$ cat config.mk
export PLATFORM = sky130hd
export DESIGN_NAME = alu_wb_seq
export DESIGN_NICKNAME = d
export VERILOG_FILES = /design/src/rtl/alu_wb_seq.sv
export SDC_FILE = /design/constraint.sdc
export NUM_CORES = 1
export LEC_CHECK = 0
export ABC_AREA = 1
export ABC_CLOCK_PERIOD_IN_PS = 4100
export CAP_MARGIN = 10
export CELL_PAD_IN_SITES_DETAIL_PLACEMENT = 1
export CELL_PAD_IN_SITES_GLOBAL_PLACEMENT = 2
export CORE_MARGIN = 2
export CORE_UTILIZATION = 31
export DETAILED_ROUTE_END_ITERATION = 16
export GPL_TIMING_DRIVEN = 0
export PLACE_DENSITY = 0.85
export SYNTH_ARGS = -nofsm -noshare
export SYNTH_HDL_FRONTEND = slang
export SYNTH_SLANG_ARGS = --single-unit
$ cat constraint.sdc
create_clock -name m_clock -period 4.1 [get_ports m_clock]
set_clock_uncertainty 0.1 [all_clocks]
set_input_delay 0.41 -clock m_clock [delete_from_list [all_inputs] [get_ports m_clock]]
set_output_delay 0.41 -clock m_clock [all_outputs]
set_load 0.005 [all_outputs]
$ cat src/rtl/alu_wb_seq.sv
// alu_wb_seq: four-state execute/write-back sequencer
// that owns every control terminal of a 32x32 register file.
module alu_wb_seq (
  input  logic        m_clock,
  input  logic        p_reset,
  input  logic        start,
  input  logic [2:0]  op,
  input  logic [4:0]  rs,
  input  logic [4:0]  rt,
  input  logic [4:0]  rd,
  input  logic [15:0] imm,
  input  logic        use_imm,
  input  logic        clr_req,
  output logic        busy,
  output logic        done,
  output logic [31:0] result,
  output logic        rf_read_a,
  output logic [4:0]  rf_a_addr,
  input  logic [31:0] rf_a,
  output logic        rf_read_b,
  output logic [4:0]  rf_b_addr,
  input  logic [31:0] rf_b,
  output logic        rf_write,
  output logic [4:0]  rf_in_addr,
  output logic [31:0] rf_in,
  output logic        rf_clear
);

  typedef enum logic [1:0] {
    IDLE,
    FETCH,
    EXEC,
    WB
  } state_t;

  state_t      state;
  state_t      state_nx;
  logic [2:0]  op_q;
  logic [4:0]  rs_q;
  logic [4:0]  rt_q;
  logic [4:0]  rd_q;
  logic [15:0] imm_q;
  logic        use_imm_q;
  logic [31:0] a_q;
  logic [31:0] b_q;
  logic [31:0] imm_ext;
  logic [31:0] alu;
  logic        sext;
  logic        accept;

  // clear request outranks a simultaneous start
  assign accept = (state == IDLE) && start && !clr_req;

  always_ff @(posedge m_clock) begin
    if (!p_reset) state <= IDLE;
    else          state <= state_nx;
  end

  always_comb begin
    state_nx = state;
    unique case (state)
      IDLE:    if (accept) state_nx = FETCH;
      FETCH:   state_nx = EXEC;
      EXEC:    state_nx = WB;
      WB:      state_nx = IDLE;
      default: state_nx = IDLE;
    endcase
  end

  always_ff @(posedge m_clock) begin
    if (accept) begin
      op_q      <= op;
      rs_q      <= rs;
      rt_q      <= rt;
      rd_q      <= rd;
      imm_q     <= imm;
      use_imm_q <= use_imm;
    end
  end

  // arithmetic ops see a signed immediate, logic ops an unsigned one
  assign sext    = (op_q == 3'd0) || (op_q == 3'd1) || (op_q == 3'd5);
  assign imm_ext = sext ? {{16{imm_q[15]}}, imm_q} : {16'd0, imm_q};

  always_ff @(posedge m_clock) begin
    if (state == FETCH) begin
      a_q <= rf_a;
      b_q <= use_imm_q ? imm_ext : rf_b;
    end
  end

  always_comb begin
    alu = 32'd0;
    unique case (op_q)
      3'd0: alu = a_q + b_q;
      3'd1: alu = a_q - b_q;
      3'd2: alu = a_q & b_q;
      3'd3: alu = a_q | b_q;
      3'd4: alu = a_q ^ b_q;
      3'd5: alu = {31'd0, $signed(a_q) < $signed(b_q)};
      3'd6: alu = a_q << b_q[4:0];
      3'd7: alu = a_q >> b_q[4:0];
      default: alu = 32'd0;
    endcase
  end

  always_ff @(posedge m_clock) begin
    if (!p_reset)           result <= 32'd0;
    else if (state == EXEC) result <= alu;
  end

  always_comb begin
    busy       = (state != IDLE);
    done       = (state == WB);
    rf_read_a  = (state == FETCH);
    rf_a_addr  = rf_read_a ? rs_q : 5'd0;
    rf_read_b  = (state == FETCH) && !use_imm_q;
    rf_b_addr  = rf_read_b ? rt_q : 5'd0;
    rf_write   = (state == WB) && (rd_q != 5'd0);
    rf_in_addr = rf_write ? rd_q : 5'd0;
    rf_in      = rf_write ? result : 32'd0;
    rf_clear   = (state == IDLE) && clr_req && p_reset;
  end

endmodule

==> impl_metrics.py <==
metrics = {
    "outcome": {
        "run_status": "finished, final reports clean",
    },
    "sta": {
        "fmax_mhz": 254,
        "worst_pin_slew_ps": 1010,
        "rsz0062_at_grt": "false",
        "max_slew_margin_pct": 32.4,
        "min_period_ps": 3930,
        "finalCritPeriodShare_pct": 95.9,
        "maxSlewViolCount": 0,
        "setup_violations": 0,
        "hold_viol_final": 0,
        "timing.final.ws_setup_ps": 169,
    },
    "floorplanning": {
        "die_h_um": 216,
        "coreArea_um2": 44400,
        "start_util_pct": 31.5,
        "row_count": 77,
        "dieWidth_um": 216,
        "ios": 188,
        "dieArea_um2": 46800,
    },
    "layout": {
        "multi_input_area_um2": 8660,
        "diodes": 0,
        "syn_to_final_growth_pct": 23.4,
        "drive_above_1_share_pct": 6.06,
        "fin_nets": 2618,
        "stdcell_count": 3016,
        "final_core_util_pct": 38.9,
        "final_area_um2": 17300,
        "fillers": 5762,
        "seqCellArea_um2": 3650,
    },
    "power": {
        "powerDensity_nw_per_um2": 625,
        "vdd_drop_max_uv": 305,
        "p_leak_uw": 0.00776,
        "p_total_uw": 10800,
    },
    "worst_setup_path": {
        "r2r-end": "result[0]",
        "crit_top_cell": "nand2_1",
        "timing.rr.start": "b_q[2]",
        "cp_top_family": "simple AND/OR/NAND/NOR gates",
        "setup.worst_path.start": "b_q[2]",
        "cpPeakStageDelay_ps": 400,
        "critical_path_required_ps": 4400,
        "cp_num_buf_inv": 6,
        "ff2ff_setup_slack_ps": 170,
        "endpoint_kind": "flop",
        "worstPathMaxFanout": 11,
        "crit_chain": "buf_2 > inv_2 > clkbuf_4 > clkbuf_4 > ha_1 > buf_4 > nor2_1 > nand3_1 > nand3_1 > nand2_1 > nand2_1 > nand2_1 > nand2_1 > nand3_1 > nand2_1 > nand2_1 > nand3_1 > nand3_1 > nand2_1 > inv_1",
        "critPathLaunchType": "flop",
        "critical_path_arrival_ps": 4230,
        "worstSetupPathType": "reg -> reg",
        "cp_slowest_cell": "edfxtp_1",
        "rr_worst_depth": 20,
    },
    "synth": {
        "yosysSeqAreaShare_pct": 26.1,
        "ys_warn_count": 0,
        "synthSimpleGateAreaFrac_pct": 33.0,
        "synth_compound_area_share_pct": 17.2,
        "syn_inst": 2204,
        "synth_mux_area_share_pct": 1.65,
        "synth_enable_flop_cells": 99,
        "synth_area_per_cell_um2": 6.35,
        "syn_nets": 2411,
        "synth-adder-area-share_pct": 9.41,
        "synth_seq_cells": 133,
        "synth_top_family_by_area": "simple AND/OR/NAND/NOR gates",
        "syn_area_um2": 14000,
        "synth_flop_cell": "edfxtp_1",
        "synth-xor-area-share_pct": 0.438,
        "async_reset_ff_share_pct": 0,
        "yosysUniqueCellTypes": 50,
    },
    "hold_path": {
        "min_from": "rt[4]",
        "worst_hold_path.endpoint": "rt_q[4]",
        "min_path_cells": 1,
        "hold_class": "in -> reg",
    },
    "global_routing": {
        "antenna_found_initial": 0,
        "grt_max_degree": 67,
        "grt_pass1_wl_um": 115000,
        "overflow": 0,
        "grt_pass1_vias": 17100,
        "track_usage_pct": 34.3,
    },
    "cts": {
        "cts.sinks": 133,
        "cts_hold_buffers": 0,
        "clockBufferDepth": 2,
        "cts_root_buf": "clkbuf_16",
        "cts_tree": "yes",
        "path_clk_slew_ps": 70,
        "numCtsBuffers": 17,
        "cts_setup_buffers": 0,
        "h-tree-depth": 4,
        "clk_latency_ps": 500,
    },
    "routing": {
        "antenna_left": 0,
        "wirelength_um": 80300,
        "vias_per_cell": 5.53,
        "drcViolationCount": 0,
        "drtIter0Drc": 1307,
        "wl_per_cell_um": 26.6,
        "detailedRoute.firstPassIterationCount": 5,
        "vias": 16700,
    },
    "placed_design": {
        "dp_slack_ps": -7.75,
        "numPlacedInstances": 2985,
        "place_area_um2": 16700,
        "post-dp-hpwl_um": 66800,
        "place.gp.congestion": 0.995,
        "port-buffer-count": 187,
    },
    "flow_run": {
        "maxCapViolations": 0,
    },
}
## placed cells by master, fill, tap and decap left out, types with 7 or more instances in the layout
| master | instances |
|---|---|
| a211oi_1 | 7 |
| a21oi_1 | 133 |
| a221oi_1 | 10 |
| buf_1 | 10 |
| buf_2 | 44 |
| buf_4 | 7 |
| buf_6 | 8 |
| clkbuf_1 | 34 |
| clkbuf_16 | 19 |
| clkdlybuf4s50_1 | 187 |
| dfxtp_1 | 34 |
| edfxtp_1 | 99 |
| ha_1 | 101 |
| inv_1 | 294 |
| inv_2 | 13 |
| mux2_2 | 16 |
| nand2_1 | 543 |
| nand3_1 | 228 |
| nand3b_1 | 8 |
| nand4_1 | 23 |
| nor2_1 | 253 |
| nor3_1 | 23 |
| o211ai_1 | 39 |
| o21a_1 | 11 |
| o21ai_0 | 150 |
| o21ai_1 | 32 |
| o21bai_1 | 8 |
| o221ai_1 | 7 |
| o22ai_1 | 9 |
| xor2_1 | 7 |
## state kept, by name, summed over array words and instances, names as in the netlist
signal	flops
use_imm_q	1
rd_q	5
a_q	32
b_q	32
state	2
imm_q	16
result	32
rs_q	5
op_q	3
rt_q	5
## cell families (layout without fill, tap and decap cells)
group                      after synthesis  in the layout
muxes                                   21             21
AOI/OAI and AO/OA                      423            423
and+or+nand+nor                       1103           1103
xor gates and xnor gates                 7              7
DFF                                    133            133
buffers and inverters                  413            633
adders and majority gates              104            104
## layout make-up
type / count / share of cell area [%]
tap: 592 / 4.29
inverter: 307 / 6.67
multi-input combinational: 1658 / 50.1
clock inverter: 11 / 0.659
sequential: 133 / 21.2
buffer: 105 / 3.16
timing repair buffer: 189 / 11.1
clock buffer: 21 / 2.80
## repair_timing
| action | in CTS | in global routing |
|---|---|---|
| endpoints found under the setup margin | 1 | 5 |
| gates resized for setup | 0 | 2 |
| pin swaps | 0 | 0 |
## where the power goes
| part | internal (uW) | total [uW] | switching [uW] |
|---|---|---|---|
| Combinational | 2030 | 6940 | 4910 |
| Clock | 914 | 1620 | 702 |
| Sequential | 1850 | 2230 | 380 |
| Total | 4800 | 10800 | 5990 |
## metrics by stage
stage	hold slack, ps	TNS, ps
floorplan	375	0
global placement	380	-5590
detailed placement	381	-7.75
CTS	330	0
global route	355	0
finish	362	0
## worst reg2reg max path, stage by stage (launching register included)
cell	delay (ps)
edfxtp_1	400
buf_2	260
inv_2	230
clkbuf_4	320
clkbuf_4	310
ha_1	280
buf_4	180
nor2_1	140
nand3_1	90
nand3_1	210
nand2_1	80
nand2_1	110
nand2_1	110
nand2_1	190
nand3_1	130
nand2_1	80
nand2_1	50
nand3_1	190
nand3_1	220
nand2_1	110
inv_1	40
## worst max path at each step
stage                         to  slack (ps)  depth (start not counted)
floorplan           rf_b_addr[0]         970                          6
global placement        state[1]        -390                          6
detailed placement     result[0]          -8                         21
CTS                    result[0]         110                         20
global route           result[0]          50                         20
finish                 result[0]         170                         20
## cells in the mapped netlist (23+ instances only)
cell / count / area [um^2]
o21ai_0: 150 / 751
nor3_1: 23 / 115
nand3_1: 228 / 1140
clkbuf_1: 32 / 120
a21oi_1: 133 / 666
o211ai_1: 39 / 293
nand4_1: 23 / 144
edfxtp_1: 99 / 2970
nor2_1: 254 / 953
buf_2: 46 / 230
dfxtp_1: 34 / 681
inv_1: 294 / 1100
o21ai_1: 32 / 160
ha_1: 102 / 1280
nand2_1: 543 / 2040
## routing by layer
| layer | share of wire (%) | GRT usage [%] | up-vias |
|---|---|---|---|
| met3 | 5.8 | 5.14 | 152 |
| met2 | 48 | 59.0 | 676 |
| li1 | - | - | 7668 |
| met1 | 42 | 42.7 | 8168 |
| met4 | 4.1 | 14.7 | 0 |
| met5 | 0 | 0 | - |
(Power assumes the default switching activity.)
